### src/rtl/dbg_guv_pkg.sv
// Shared channel encoding for the guv debug log path.
// Channel index doubles as the TUSER tag on the merged log stream.
package dbg_guv_pkg;

    localparam int NUM_LOG_CH = 5;

    typedef enum logic [2:0] {
        LOG_RDATA  = 3'd0,
        LOG_WDATA  = 3'd1,
        LOG_RADDR  = 3'd2,
        LOG_AWADDR = 3'd3,
        LOG_RESP   = 3'd4
    } log_ch_e;

endpackage

### src/rtl/dbg_log_arbiter_rr_arbiter.sv
// Work-conserving round-robin arbiter: grants the first request at or after
// the pointer, then moves the pointer just past the winner.
module rr_arbiter #(
    parameter int N = 5,
    localparam int IW = (N > 1) ? $clog2(N) : 1
) (
    input  logic          clk,
    input  logic          rst,
    input  logic [N-1:0]  req,
    input  logic          advance,
    output logic [N-1:0]  grant,
    output logic [IW-1:0] grant_idx
);

    logic [IW-1:0] ptr;
    logic [IW-1:0] cand;
    logic          found;

    // Scan from the pointer with wrap; idle or masked requesters are skipped.
    always_comb begin
        grant     = '0;
        grant_idx = '0;
        found     = 1'b0;
        cand      = '0;
        for (int k = 0; k < N; k++) begin
            cand = IW'((32'(ptr) + k) % N);
            if (advance && !found && req[cand]) begin
                grant[cand] = 1'b1;
                grant_idx   = cand;
                found       = 1'b1;
            end
        end
    end

    always_ff @(posedge clk) begin
        if (!rst) begin
            ptr <= '0;
        end else if (found) begin
            ptr <= (grant_idx == IW'(N - 1)) ? '0 : grant_idx + IW'(1);
        end
    end

endmodule

### src/rtl/dbg_log_arbiter.sv
// Merges the five guv debug log streams into one tagged AXI-Stream output
// through a single register slot, counting every delivered beat.
module dbg_log_arbiter
    import dbg_guv_pkg::*;
#(
    parameter int DATA_WIDTH = 64,
    parameter int DEST_WIDTH = 16,
    parameter int CNT_WIDTH  = 32
) (
    input  logic                  clk,
    input  logic                  rst,
    input  logic [NUM_LOG_CH-1:0] chan_en,

    input  logic [DATA_WIDTH-1:0] log_TDATA_rdata,
    input  logic [DEST_WIDTH-1:0] log_TDEST_rdata,
    input  logic                  log_TVALID_rdata,
    output logic                  log_TREADY_rdata,

    input  logic [DATA_WIDTH-1:0] log_TDATA_wdata,
    input  logic                  log_TVALID_wdata,
    output logic                  log_TREADY_wdata,

    input  logic [DATA_WIDTH-1:0] log_TDATA_raddr,
    input  logic                  log_TVALID_raddr,
    output logic                  log_TREADY_raddr,

    input  logic [DATA_WIDTH-1:0] log_TDATA_awaddr,
    input  logic                  log_TVALID_awaddr,
    output logic                  log_TREADY_awaddr,

    input  logic [DATA_WIDTH-1:0] log_TDATA_resp,
    input  logic                  log_TVALID_resp,
    output logic                  log_TREADY_resp,

    output logic [DATA_WIDTH-1:0] log_out_TDATA,
    output logic [DEST_WIDTH-1:0] log_out_TDEST,
    output logic [2:0]            log_out_TUSER,
    output logic                  log_out_TVALID,
    input  logic                  log_out_TREADY,

    output logic [CNT_WIDTH-1:0]  beat_count
);

    logic [NUM_LOG_CH-1:0] valid_vec;
    logic [NUM_LOG_CH-1:0] req;
    logic [NUM_LOG_CH-1:0] grant;
    logic [2:0]            grant_idx;
    logic [DATA_WIDTH-1:0] data_arr [NUM_LOG_CH];
    logic [DATA_WIDTH-1:0] mux_data;
    logic                  slot_free;
    logic                  arb_go;

    assign valid_vec = {log_TVALID_resp, log_TVALID_awaddr, log_TVALID_raddr,
                        log_TVALID_wdata, log_TVALID_rdata};
    assign data_arr[LOG_RDATA]  = log_TDATA_rdata;
    assign data_arr[LOG_WDATA]  = log_TDATA_wdata;
    assign data_arr[LOG_RADDR]  = log_TDATA_raddr;
    assign data_arr[LOG_AWADDR] = log_TDATA_awaddr;
    assign data_arr[LOG_RESP]   = log_TDATA_resp;

    assign req       = valid_vec & chan_en;
    assign slot_free = !log_out_TVALID || log_out_TREADY;
    // Holding arbitration off during reset keeps every TREADY low.
    assign arb_go    = slot_free && rst;

    rr_arbiter #(.N(NUM_LOG_CH)) u_rr (
        .clk       (clk),
        .rst       (rst),
        .req       (req),
        .advance   (arb_go),
        .grant     (grant),
        .grant_idx (grant_idx)
    );

    assign log_TREADY_rdata  = grant[LOG_RDATA];
    assign log_TREADY_wdata  = grant[LOG_WDATA];
    assign log_TREADY_raddr  = grant[LOG_RADDR];
    assign log_TREADY_awaddr = grant[LOG_AWADDR];
    assign log_TREADY_resp   = grant[LOG_RESP];

    always_comb begin
        mux_data = '0;
        for (int i = 0; i < NUM_LOG_CH; i++) begin
            if (grant[i]) mux_data = mux_data | data_arr[i];
        end
    end

    always_ff @(posedge clk) begin
        if (!rst) begin
            log_out_TVALID <= 1'b0;
            log_out_TDATA  <= '0;
            log_out_TDEST  <= '0;
            log_out_TUSER  <= '0;
            beat_count     <= '0;
        end else begin
            if (log_out_TVALID && log_out_TREADY) beat_count <= beat_count + CNT_WIDTH'(1);
            if (|grant) begin
                log_out_TVALID <= 1'b1;
                log_out_TDATA  <= mux_data;
                log_out_TDEST  <= grant[LOG_RDATA] ? log_TDEST_rdata : '0;
                log_out_TUSER  <= grant_idx;
            end else if (slot_free) begin
                log_out_TVALID <= 1'b0;
            end
        end
    end

endmodule

### config.mk
export PLATFORM = sky130hd
export DESIGN_NAME = dbg_log_arbiter
export DESIGN_NICKNAME = d
export VERILOG_FILES = /design/src/rtl/dbg_guv_pkg.sv /design/src/rtl/dbg_log_arbiter_rr_arbiter.sv /design/src/rtl/dbg_log_arbiter.sv
export SDC_FILE = /design/constraint.sdc
export NUM_CORES = 1
export LEC_CHECK = 0
export CORE_AREA = 4 4 182 184
export CTS_CLUSTER_SIZE = 12
export DETAILED_ROUTE_END_ITERATION = 10
export DIE_AREA = 0 0 186 188
export HOLD_SLACK_MARGIN = 0.1
export SETUP_SLACK_MARGIN = 0.1
export SYNTH_ARGS = -nofsm -noshare
export SYNTH_HDL_FRONTEND = slang
export SYNTH_SLANG_ARGS = --single-unit
### constraint.sdc
create_clock -name clk -period 6.85 [get_ports clk]
set_input_delay 1.37 -clock clk [delete_from_list [all_inputs] [get_ports clk]]
set_output_delay 1.37 -clock clk [all_outputs]
set_load 0.005 [all_outputs]
## Yosys cells after proc, flatten, opt, wreduce, memory -nomap -nowiden

Index checks and enable logic that the tools add are counted.

| word-level totals | value |
|---|---|
| register bits | 119 |
| logic and storage cells | 105 |
| output and inout port bits | 121 |
| input port bits | 349 |

| operators by class | value |
|---|---|
| bitwise operators | 9 |
| divide/modulo/power cells | 5 |
| mux-type cells | 44 |
| equality and inequality tests | 1 |
| reduce and logical (&&, ||, !) cells | 24 |
| add/sub/neg operators | 6 |
| magnitude comparators | 10 |

Operators by type and width:

| kind | number |
|---|---|
| $mux 64 | 5 |
| $or 64x64->64 | 4 |
| $mod 32x3->32 const B | 4 |
| $add 32x1->32 const B | 1 |
| $mod 3x3->32 const B | 1 |
| $mux 5 | 5 |
| $lt 3x4->1 const B | 5 |
| $or 5x5->5 | 4 |
| $mux 3 | 6 |
| $mux 1 | 17 |
| $logic_and 1x1->1 | 16 |
| $mux 16 | 1 |
| $bmux 1 s3 | 5 |
| $demux 1 s3 | 5 |
| $ge 3x1->1 const B | 5 |
| $add 3x2->4 const B | 2 |
| $and 5x5->5 | 1 |
| $logic_not 1->1 | 5 |
| $reduce_or 5->1 | 1 |
| $add 3x1->4 const B | 1 |
| $add 3x3->4 const B | 1 |
| $add 3x1->3 const B | 1 |
| $eq 3x3->1 const B | 1 |
| $reduce_bool 2->1 | 1 |
| $logic_or 1x1->1 | 1 |

## Depth between registers and ports, before layout

Gate-level depths: netlist of run 1.

| depth | value |
|---|---|
| depth after elaboration | 30 |
| mapped depth | 25 |
| mapped depth without buffers | 22 |

## Modules after synthesis

A second synthesis of run 1 with hierarchy kept.

| second synthesis, totals | value |
|---|---|
| cells, all modules | 891 |
| area, all modules | 7,477.2 µm² |

Modules (own cells, without submodules):

| module | instances | area an instance (µm²) | cells an instance |
|---|---|---|---|
| dbg_log_arbiter | 1 | 5,482.8 | 617 |
| rr_arbiter | 1 | 1,994.4 | 274 |

## Worst setup path after synthesis of run 1

OpenSTA, ideal clock, no wires.

| timing path | value |
|---|---|
| kind | register -> output |
| start point | register u_rr.ptr[0] |
| end point | output log_TREADY_raddr |
| cell stages (with the launch flop) | 20 |
| data arrival time | 4,437 ps |
| path slack | 1,043 ps |
| buffers on the path | 4 |
| cells stage by stage | dfxtp_1 inv_1 clkbuf_1 buf_1 ha_1 inv_1 ha_1 buf_2 inv_1 ha_1 o21ai_0 o221a_2 a211oi_1 o21bai_1 o311ai_2 nand3b_4 or3b_2 a21oi_1 a211o_1 clkbuf_1 |

| between the ends | value |
|---|---|
| longest elaborated chain between the ends | 21 |
| elaborated cells between the ends (all ways) | 70 |

Ends and longest elaborated chain:

| what | RTL line | source |
|---|---|---|
| start, declared | dbg_log_arbiter_rr_arbiter.sv:15 | `logic [IW-1:0] ptr;` |
| start signal, assigned | dbg_log_arbiter_rr_arbiter.sv:39 | `ptr <= (grant_idx == IW'(N - 1)) ? '0 : grant_idx + IW'(1);` |
| branches (longest 20 deep; another with $mod 32x3->32) | - |  |
| $mux 5 * | dbg_log_arbiter_rr_arbiter.sv:27 | `if (advance && !found && req[cand]) begin` |
| end, declared | dbg_log_arbiter.sv:25 | `output logic log_TREADY_raddr,` |

Every way passes the cells marked *. The select of a mux whose other input is x is not followed.

## Final worst setup path of run 1

| timing path | value |
|---|---|
| start point | register u_rr.ptr[0] |
| end point | output log_TREADY_rdata |

| between the ends | value |
|---|---|
| longest elaborated chain between the ends | 21 |
| elaborated cells between the ends (all ways) | 70 |

Ends and longest elaborated chain:

| what | RTL line | source |
|---|---|---|
| branches (longest 20 deep; another with $mod 32x3->32) | - |  |
| $mux 5 * | dbg_log_arbiter_rr_arbiter.sv:27 |  |
| end, declared | dbg_log_arbiter.sv:17 | `output logic log_TREADY_rdata,` |

Marks and branches as above.

==> flow_metrics.env, run 1 <==
export IMPL_outcome="completed"
export IMPL_track_usage=0.238
export IMPL_detailed_place_hpwl_mm=34.2
export IMPL_regToRegSetupSlack_ns=1.12
export IMPL_hp_class="reg2reg"
export IMPL_fin_crit_sh=0.902
export IMPL_syn_to_final_growth_pct=69.4
export IMPL_drive_gt1_frac=0.0539
export IMPL_switching_power_mw=3.27
export IMPL_cts_setup_buffers=0
export IMPL_slew_headroom=0.427
export IMPL_antenna_found_initial=3
export IMPL_clk_pin_slew_ns=0.06
export IMPL_postSynthAreaPerCell_um2=8.10
export IMPL_numCtsBuffers=17
export IMPL_power_frac_comb=0.711
export IMPL_yosysSeqAreaShare=0.296
export IMPL_cts_resized=0
export IMPL_end_kind="output port"
export IMPL_synth_nets=1360
export IMPL_timing_fmax_mhz=162
export IMPL_min_to="log_out_TUSER[1]$_SDFFE_PN0P_"
export IMPL_timing_final_hold_violations=0
export IMPL_dr_pass1_iters=5
export IMPL_drc=0
export IMPL_place_congestion=0.894
export IMPL_cap_viol_max_count=0
export IMPL_ys_top_cells_by_area="dfxtp_1 30%, a21oi_1 9.1%, a221oi_1 7.5%"
export IMPL_die_x_um=186
export IMPL_start_util=0.256
export IMPL_cp_arrival_ns=4.81
export IMPL_hold_depth=2
export IMPL_finalSetupViolCount=0
export IMPL_reg2reg_from="u_rr.ptr[0]$_SDFFE_PN0P_"
export IMPL_synth_main_ff_cell="dfxtp_1"
export IMPL_io_buffer_count=469
export IMPL_sequentialPowerShare=0.155
export IMPL_core_mm2=0.0314
export IMPL_syn_inst=993
export IMPL_fin_util=0.434
export IMPL_clock_skew_ns=0.0169
export IMPL_criticalPathCategory="reg2out"
export IMPL_fp_dieH_um=188
export IMPL_holdBufCountCts=0
export IMPL_wl_per_cell_um=23.9
export IMPL_ys_types=80
export IMPL_io_pins=470
export IMPL_synth_edf_count=0
export IMPL_worst_pin_slew_ns=0.859
export IMPL_synth_top_area_frac=0.296
export IMPL_r2r_end="log_out_TDATA[13]$_SDFFE_PN0P_"
export IMPL_wl_mm=43.8
export IMPL_power_mw=6.55
export IMPL_ant_nets=0
export IMPL_rows=65
export IMPL_netlist_area_mm2=0.00804
export IMPL_vdd_drop_max_mv=0.572
export IMPL_crit_start="u_rr.ptr[0]$_SDFFE_PN0P_"
export IMPL_power_internal_mw=3.28
export IMPL_clockBufferDepth=2
export IMPL_async_flop_share=0
export IMPL_p_per_area_mw_per_mm2=481
export IMPL_setup_tns_ns=0
export IMPL_critPathMaxFanout=21
export IMPL_period_needed_ns=6.18
export IMPL_dieArea_mm2=0.0350
export IMPL_drv_slew=0
export IMPL_cts_tree="built"
export IMPL_grt_pass1_wl_mm=63.3
export IMPL_p_leak_nw=4.89
export IMPL_synth_warnings=0
export IMPL_drt_iter0_drc=605
export IMPL_cp_start_kind="flop"
export IMPL_grt_pass1_vias=9769
export IMPL_route_vias_total=9782
export IMPL_cts_sinks=119
export IMPL_worstHoldStart="log_out_TUSER[1]$_SDFFE_PN0P_"
export IMPL_htreeDepth=4
export IMPL_grt_max_degree=91
export IMPL_switching_share=0.499
export IMPL_clk_latency_ns=0.41
export IMPL_synth_seq_cells=119
export IMPL_nets=1783
export IMPL_worst_r2r_cell_count=19
export IMPL_synth_area_leader_cell="dfxtp_1"
export IMPL_grt_ovfl_total=0
export IMPL_required_ns=5.48
export IMPL_rsz0062_at_grt="false"
export IMPL_viasPerCell=5.34
export IMPL_cts_root_buf="clkbuf_16"
export IMPL_p_clk_frac=0.134
==> worst max path at each step <==
stage	endpoint	cells after the start	slack, ns
after floorplan	log_TREADY_raddr	19	1.04
after global placement	log_TREADY_rdata	14	1.22
after global routing	log_TREADY_awaddr	15	0.31
final	log_TREADY_rdata	14	0.67
after CTS	log_TREADY_rdata	14	0.65
after detailed placement	log_TREADY_rdata	14	1.10
==> sequential cells by signal, summed over array words and instances (netlist names) <==
register and count:
log_out_TDATA 64, u_rr.ptr 3, beat_count 32, log_out_TDEST 16, log_out_TVALID 1, log_out_TUSER 3
==> routing by layer <==
| metal | part of all wire | track usage | wire, µm |
|---|---|---|---|
| met3 | 0.063 | 0.0545 | 2760 |
| met4 | 0.020 | 0.0558 | 877 |
| met1 | 0.39 | 0.282 | 17100 |
| met2 | 0.53 | 0.433 | 23000 |
| met5 | 0.00055 | 0 | 24 |
==> stage by stage <==
step	std cells	worst slack, ns	hold WS [ns]	instance area [µm²]
after floorplan	993	1.04	0.484	8040
after global placement	1799	1.22	0.488	13100
after detailed placement	1799	1.10	0.497	13100
after CTS	1831	0.650	0.509	13600
after global routing	1831	0.309	0.534	13600
final	1832	0.670	0.508	13600
==> cells by family (layout without fill, tap and decap cells) <==
| group | after synthesis | in the layout | share of synthesized area |
|---|---|---|---|
| adders and majority gates | 18 | 18 | 0.0280 |
| muxes | 17 | 17 | 0.0218 |
| other | 0 | 1 | 0 |
| buffers and inverters | 98 | 534 | 0.0574 |
| DFF | 119 | 119 | 0.296 |
| AOI/OAI and AO/OA | 449 | 449 | 0.377 |
| and+or+nand+nor | 251 | 251 | 0.174 |
| xor gates and xnor gates | 41 | 41 | 0.0447 |
==> cells in the mapped netlist, types with 9 or more instances <==
master    count
dfxtp_1     119
a22o_1       64
nand2b_1     11
buf_2        30
inv_1        11
nand2_1      55
nand3_1      29
and2_1       38
a221oi_1     69
nor2b_1      23
clkbuf_1     41
and3_1        9
o21ai_0      39
mux2i_1      13
nor3_1       10
o21ai_1      41
ha_1         18
nor2_1       29
a22oi_1      17
a21oi_1     147
xnor2_1      35
==> worst max-delay path, stage by stage, from the launching register on <==
cell             delay, ns
dfxtp_1               0.31
inv_1                 0.07
buf_4                 0.30
ha_1                  0.45
a21oi_1               0.15
xnor2_1               0.51
ha_1                  0.25
nor2b_1               0.04
o21ai_0               0.31
mux2i_1               0.38
mux2i_1               0.35
and3_1                0.24
mux2i_1               0.14
o221ai_4              0.32
clkdlybuf4s50_1       0.59
==> power groups by stage <==
stage          Clock [mW]  Sequential (mW)  Combinational (mW)
2_1_floorplan           0             1.02                3.08
3_3_place_gp            0             1.03                4.64
3_5_place_dp            0             1.03                4.64
4_1_cts             0.896             1.02                4.67
5_1_grt             0.924             1.04                5.06
6_report            0.876             1.02                4.65
==> cells in the final DEF (no fill, tap or decap), types with 5 or more instances in the layout <==
cell type        Yosys  final
a221oi_1            69     69
dfxtp_1            119    119
clkinv_4             0      5
clkbuf_16            0     17
and4_1               7      7
nand2_1             55     55
nand4_1              8      8
mux2i_1             13     13
nor2b_1             23     23
buf_4                5     20
inv_1               11     11
a21oi_1            147    147
nand3_1             29     29
nand2b_1            11     11
a22o_1              64     64
xor2_1               6      6
and3_1               9      9
a211oi_1             7      7
xnor2_1             35     35
o21ai_0             39     39
a31oi_1              5      5
and2_1              38     38
nor3_1              10     10
ha_1                18     18
o22ai_1              6      6
nand3b_1             7      7
a22oi_1             17     17
nor2_1              29     29
o21ai_1             41     41
clkdlybuf4s50_1      0    468
==> final cells by class <==
cell class / instances / area [µm²]
antenna: 1 / 2.50
clock buffer: 19 / 443
clock inverter: 13 / 124
fill: 3140 / 17800
inverter: 12 / 45.0
multi-input combinational: 776 / 5250
sequential: 119 / 2380
tap: 402 / 503
timing repair buffer: 490 / 4870
Power figures use the tool's default switching activity.
==> inputs of run 2 (changes only) <==
CORE_AREA = 4 4 181 183   (was 4 4 182 184)
DIE_AREA = 0 0 185 187   (was 0 0 186 188)
clock period = 7.4 ns   (was 6.85 ns; I/O delays follow)
==> run 2 against run 1 <==
  * Clock power rose by 5.3%
  * Register-to-register slack gained 0.28 ns
  * Routed wire length shrank 4.9%
  * Sequential share of layout area barely moved
  * Non-clock buffer count decreased by 5
  * Worst hold slack got worse by 0.0058 ns
  * Sequential power shrank 9.5%
  * Combinational power down 8.6%
  * First-iteration DRC count down 11%
  * Critical path depth stayed put
  * Critical path type unchanged
  * Critical endpoint unchanged
  * Largest cell class unchanged
  * Largest power group unchanged
  * Highest routed layer is now met4
==> flow_metrics.env, run 2 (synthesis results as in run 1) <==
export IMPL_outcome="completed"
export IMPL_wl_per_cell_um=22.7
export IMPL_cp_start_kind="flop"
export IMPL_cts_root_buf="clkbuf_16"
export IMPL_clk_pin_slew_ns=0.06
export IMPL_fillers=3112
export IMPL_cts_sinks=119
export IMPL_cts_setup_buffers=0
export IMPL_io_buffer_count=469
export IMPL_track_usage=0.227
export IMPL_dieArea_mm2=0.0346
export IMPL_final_cell_mix="468 x clkdlybuf4s50_1, 147 x a21oi_1, 119 x dfxtp_1"
export IMPL_nets=1778
export IMPL_worstHoldStart="log_out_TUSER[1]$_SDFFE_PN0P_"
export IMPL_required_ns=5.92
export IMPL_final_seq_area_mm2=0.00238
export IMPL_viasPerCell=5.30
export IMPL_dr_pass1_iters=5
export IMPL_cp_arrival_ns=5.19
export IMPL_core_mm2=0.0312
export IMPL_rsz0062_at_grt="false"
export IMPL_crit_start="u_rr.ptr[0]$_SDFFE_PN0P_"
export IMPL_rows=65
export IMPL_drive_gt1_frac=0.0513
export IMPL_setup_tns_ns=0
export IMPL_numCtsBuffers=17
export IMPL_htreeDepth=4
export IMPL_place_congestion=0.959
export IMPL_p_per_area_mw_per_mm2=447
export IMPL_p_leak_nw=4.90
export IMPL_finalSetupViolCount=0
export IMPL_grt_pass1_wl_mm=60.5
export IMPL_fp_dieH_um=187
export IMPL_io_pins=470
export IMPL_drv_slew=0
export IMPL_timing_final_hold_violations=0
export IMPL_die_x_um=185
export IMPL_grt_pass1_vias=9521
export IMPL_switching_share=0.493
export IMPL_timing_fmax_mhz=150
export IMPL_reg2reg_from="u_rr.ptr[0]$_SDFFE_PN0P_"
export IMPL_drc=0
export IMPL_switching_power_mw=3.01
export IMPL_start_util=0.257
export IMPL_slew_headroom=0.387
export IMPL_p_clk_frac=0.151
export IMPL_vdd_drop_max_mv=0.448
export IMPL_power_internal_mw=3.09
export IMPL_route_vias_total=9709
export IMPL_fin_worst_hold_slack_ns=0.502
export IMPL_sequentialPowerShare=0.151
export IMPL_cap_viol_max_count=0
export IMPL_end_kind="output port"
export IMPL_drt_iter0_drc=537
export IMPL_power_frac_comb=0.698
export IMPL_detailed_place_hpwl_mm=32.3
export IMPL_period_needed_ns=6.67
export IMPL_critPathMaxFanout=26
export IMPL_fin_crit_sh=0.901
export IMPL_cts_tree="built"
export IMPL_largest_register_ffs=64
export IMPL_antenna_found_initial=5
export IMPL_hp_class="reg2reg"
export IMPL_clk_latency_ns=0.42
export IMPL_grt_max_degree=91
export IMPL_fin_util=0.437
export IMPL_criticalPathCategory="reg2out"
export IMPL_cts_resized=0
export IMPL_ant_nets=0
export IMPL_wl_mm=41.6
export IMPL_multiInputGateArea_mm2=0.00525
export IMPL_dp_cells=1794
export IMPL_clockBufferDepth=2
export IMPL_regMostFlops="log_out_TDATA"
export IMPL_syn_to_final_growth_pct=69.7
export IMPL_grt_ovfl_total=0
export IMPL_reg_largest_list="log_out_TDATA (64), beat_count (32), log_out_TDEST (16)"
export IMPL_clock_skew_ns=0.0166
export IMPL_stdcell_count=1832
export IMPL_final_common_cell="clkdlybuf4s50_1"
export IMPL_worst_pin_slew_ns=0.919
export IMPL_holdBufCountCts=0
[run 2: cell count changes in the layout (fill, tap and decap cells not counted), moves of 3 or more]
cell / change
bufinv_16: +3
diode_2: +5
inv_6: +3
buf_4: -3
[run 2: final timing paths]
check	endpoint	slack, ns	cells past startpoint
worst max-delay path	log_TREADY_rdata	0.73	14
worst min-delay path	log_out_TUSER[1]$_SDFFE_PN0P_	0.50	2
worst max register to register	u_rr.ptr[1]$_SDFFE_PN0P_	1.40	17
worst min register to register	log_out_TUSER[1]$_SDFFE_PN0P_	0.50	2
[run 2: critical path: stages, from the launching register on]
cell and delay, ns:
dfxtp_1 0.31, inv_1 0.08, buf_4 0.28, ha_1 0.79
a21oi_1 0.21, xnor2_1 0.56, ha_1 0.34, nor2b_1 0.15
o21ai_0 0.14, mux2i_1 0.35, mux2i_1 0.35, and3_1 0.21
mux2i_1 0.11, o221ai_4 0.30, clkdlybuf4s50_1 0.59
[run 2: power groups by stage]
stage / clock network, mW / logic, mW / registers (mW)
3_5_place_dp: 0 / 4.27 / 0.935
2_1_floorplan: 0 / 2.85 / 0.940
4_1_cts: 0.946 / 4.29 / 0.923
5_1_grt: 0.971 / 4.66 / 0.940
6_report: 0.922 / 4.25 / 0.923
3_3_place_gp: 0 / 4.27 / 0.930
[run 2: routing by layer]
layer  GRT usage  vias to the layer above  wire length, µm
li1            -                     4664                -
met1       0.278                     4649            17200
met2       0.400                      359            21100
met3      0.0543                       37             2600
met4      0.0573                        0              771
met5           0                        -                0
[run 2: cell type report]
class | count | share of cell area
Multi-Input combinational cell | 776 | 0.384
Timing Repair Buffer | 485 | 0.353
Sequential cell | 119 | 0.175
Tap cell | 402 | 0.0369
Clock buffer | 17 | 0.0312
Clock inverter | 15 | 0.0158
Inverter | 12 | 0.00330
Antenna cell | 6 | 0.00110
[run 2: stage by stage]
step	total power, mW	area [µm²]	worst slack [ns]
2_1_floorplan	3.79	8040	1.48
3_3_place_gp	5.20	13000	1.32
3_5_place_dp	5.20	13000	1.12
4_1_cts	6.16	13600	0.669
5_1_grt	6.57	13600	0.334
6_report	6.10	13600	0.729
==> inputs of run 3 (changes only) <==
clock period = 5.4 ns   (was 7.4 ns; I/O delays follow)
==> run 3 against run 2 <==
  * Combinational power grew 42%
  * Clock skew grew 0.0019 ns
  * Largest power group unchanged
  * First-iteration DRC count grew 3.7%
  * Register-to-register slack lost 0.83 ns
==> flow_metrics.env, run 3 (synthesis results as in run 1) <==
export IMPL_p_leak_nw=5.08
export IMPL_worst_r2r_cell_count=21
export IMPL_antenna_found_initial=5
export IMPL_slew_headroom=0.431
export IMPL_detailed_place_hpwl_mm=31.7
export IMPL_drive_gt1_frac=0.0870
export IMPL_rsz0062_at_grt="true"
export IMPL_fillers=3082
export IMPL_dr_pass1_iters=5
export IMPL_crit_cells=16
export IMPL_cts_sinks=119
export IMPL_track_usage=0.224
export IMPL_grt_pass1_vias=9685
export IMPL_clockBufferDepth=2
export IMPL_worst_pin_slew_ns=0.854
export IMPL_timing_fmax_mhz=194
export IMPL_slowest_stage="clkdlybuf4s50_1"
export IMPL_ant_nets=0
export IMPL_cpMostUsedCell="inv_2"
export IMPL_grt_max_degree=83
export IMPL_cts_root_buf="clkbuf_16"
export IMPL_syn_to_final_growth_pct=73.8
export IMPL_route_vias_total=9869
export IMPL_r2r_end="log_out_TDATA[59]$_SDFFE_PN0P_"
export IMPL_grt_ovfl_total=0
export IMPL_p_per_area_mw_per_mm2=605
export IMPL_io_buffer_count=469
export IMPL_drc=0
export IMPL_reg2reg_from="u_rr.ptr[0]$_SDFFE_PN0P_"
export IMPL_core_mm2=0.0312
export IMPL_crit_start="u_rr.ptr[0]$_SDFFE_PN0P_"
export IMPL_clock_skew_ns=0.0185
export IMPL_vdd_drop_max_mv=0.976
export IMPL_final_cell_mix="464 x clkdlybuf4s50_1, 145 x a21oi_1, 118 x dfxtp_1"
export IMPL_crit_end="log_TREADY_resp"
export IMPL_clk_latency_ns=0.43
export IMPL_criticalPathCategory="reg2out"
export IMPL_nets=1803
export IMPL_regMostFlops="log_out_TDATA"
export IMPL_cts_tree="built"
export IMPL_rows=65
export IMPL_place_ws_ns=0.205
export IMPL_io_pins=470
export IMPL_end_kind="output port"
export IMPL_period_needed_ns=5.16
export IMPL_regToRegSetupSlack_ns=0.57
export IMPL_timing_final_hold_violations=0
export IMPL_drt_iter0_drc=557
export IMPL_setup_ws_ns=0.243
export IMPL_cap_viol_max_count=0
export IMPL_hp_class="reg2reg"
export IMPL_slowest_delay_ns=0.52
export IMPL_final_common_cell="clkdlybuf4s50_1"
export IMPL_cp_arrival_ns=4.08
export IMPL_reg_largest_list="log_out_TDATA (64), beat_count (32), log_out_TDEST (16)"
export IMPL_drv_slew=0
export IMPL_clk_pin_slew_ns=0.07
export IMPL_place_congestion=0.891
export IMPL_critPathMaxFanout=5
export IMPL_wl_per_cell_um=22.2
export IMPL_grt_pass1_wl_mm=60.4
export IMPL_numCtsBuffers=17
export IMPL_dieArea_mm2=0.0346
export IMPL_fp_dieH_um=187
export IMPL_cp_start_kind="flop"
export IMPL_crit_chain="inv_2, ha_2, inv_1, ha_4, inv_2, ha_1, or3_4, and2_1, or3_1, a32o_2, o311ai_2, nand3b_4, buf_4, a221oi_2, o21ai_4, clkdlybuf4s50_1"
export IMPL_die_x_um=185
export IMPL_htreeDepth=4
export IMPL_start_util=0.257
export IMPL_wl_mm=41.0
export IMPL_diodes=0
export IMPL_outcome="completed"
export IMPL_finalSetupViolCount=0
export IMPL_path_buf_inv=5
export IMPL_required_ns=4.32
export IMPL_fin_crit_sh=0.955
export IMPL_largest_register_ffs=64
export IMPL_setup_tns_ns=0
export IMPL_crit_family="simple AND/OR/NAND/NOR gates"
export IMPL_viasPerCell=5.33
## run 3: power breakdown
part / internal, mW / total, mW / switching [mW]
Sequential: 1.14 / 1.26 / 0.120
Combinational: 2.53 / 6.03 / 3.51
Clock: 0.615 / 1.16 / 0.543
Total: 4.28 / 8.45 / 4.17
## run 3: final cells by class
type / instances / area, µm² / share of cell area
multi-input combinational: 776 / 5420 / 0.388
tap: 402 / 503 / 0.0360
inverter: 12 / 45.0 / 0.00322
sequential: 119 / 2380 / 0.171
clock inverter: 15 / 150 / 0.0107
timing repair buffer: 510 / 5050 / 0.361
clock buffer: 17 / 425 / 0.0304
## run 3: metrics by stage
stage | cells | hold slack [ns] | area (µm²) | utilization | total power [mW]
2_1_floorplan | 993 | 0.484 | 8050 | - | 5.20
3_3_place_gp | 1812 | 0.479 | 13100 | 0.421 | 7.17
3_5_place_dp | 1812 | 0.492 | 13100 | 0.421 | 7.18
4_1_cts | 1847 | 0.506 | 13800 | 0.442 | 8.45
5_1_grt | 1851 | 0.529 | 14000 | 0.448 | 9.14
6_report | 1851 | 0.499 | 14000 | 0.448 | 8.45
## run 3: tightest hold or removal path, delay by kind of cell, from the launching register on
kind             cells  cell delay [ns]
DFF                  1             0.31
and+or+nand+nor      2             0.15
## run 3: worst min-delay path by stage
stage / from / cells past startpoint / end / slack, ns
after floorplan: log_out_TUSER[1]$_SDFFE_PN0P_ / 2 / log_out_TUSER[1]$_SDFFE_PN0P_ / 0.48
after global placement: log_out_TUSER[1]$_SDFFE_PN0P_ / 2 / log_out_TUSER[1]$_SDFFE_PN0P_ / 0.48
after detailed placement: log_out_TUSER[2]$_SDFFE_PN0P_ / 2 / log_out_TUSER[2]$_SDFFE_PN0P_ / 0.49
after CTS: log_out_TUSER[2]$_SDFFE_PN0P_ / 2 / log_out_TUSER[2]$_SDFFE_PN0P_ / 0.51
after global routing: log_out_TUSER[1]$_SDFFE_PN0P_ / 2 / log_out_TUSER[1]$_SDFFE_PN0P_ / 0.53
final: log_out_TUSER[2]$_SDFFE_PN0P_ / 2 / log_out_TUSER[2]$_SDFFE_PN0P_ / 0.50
## run 3: timing repair
item | CTS | global route
setup endpoints to repair | 5 | 5
gates cloned | 0 | 0
hold buffers | 0 | 0
buffers inserted | 3 | 4
pin swaps | 5 | 6
gates resized for setup | 17 | 29
## run 3: layer usage
metal,part of all wire,track usage,vias to the layer above,wire [µm]
met5,0.0018,0,-,74
met4,0.012,0.0404,8,492
met3,0.074,0.0644,30,3050
met2,0.51,0.397,389,20900
met1,0.40,0.272,4744,16500
li1,-,-,4698,-
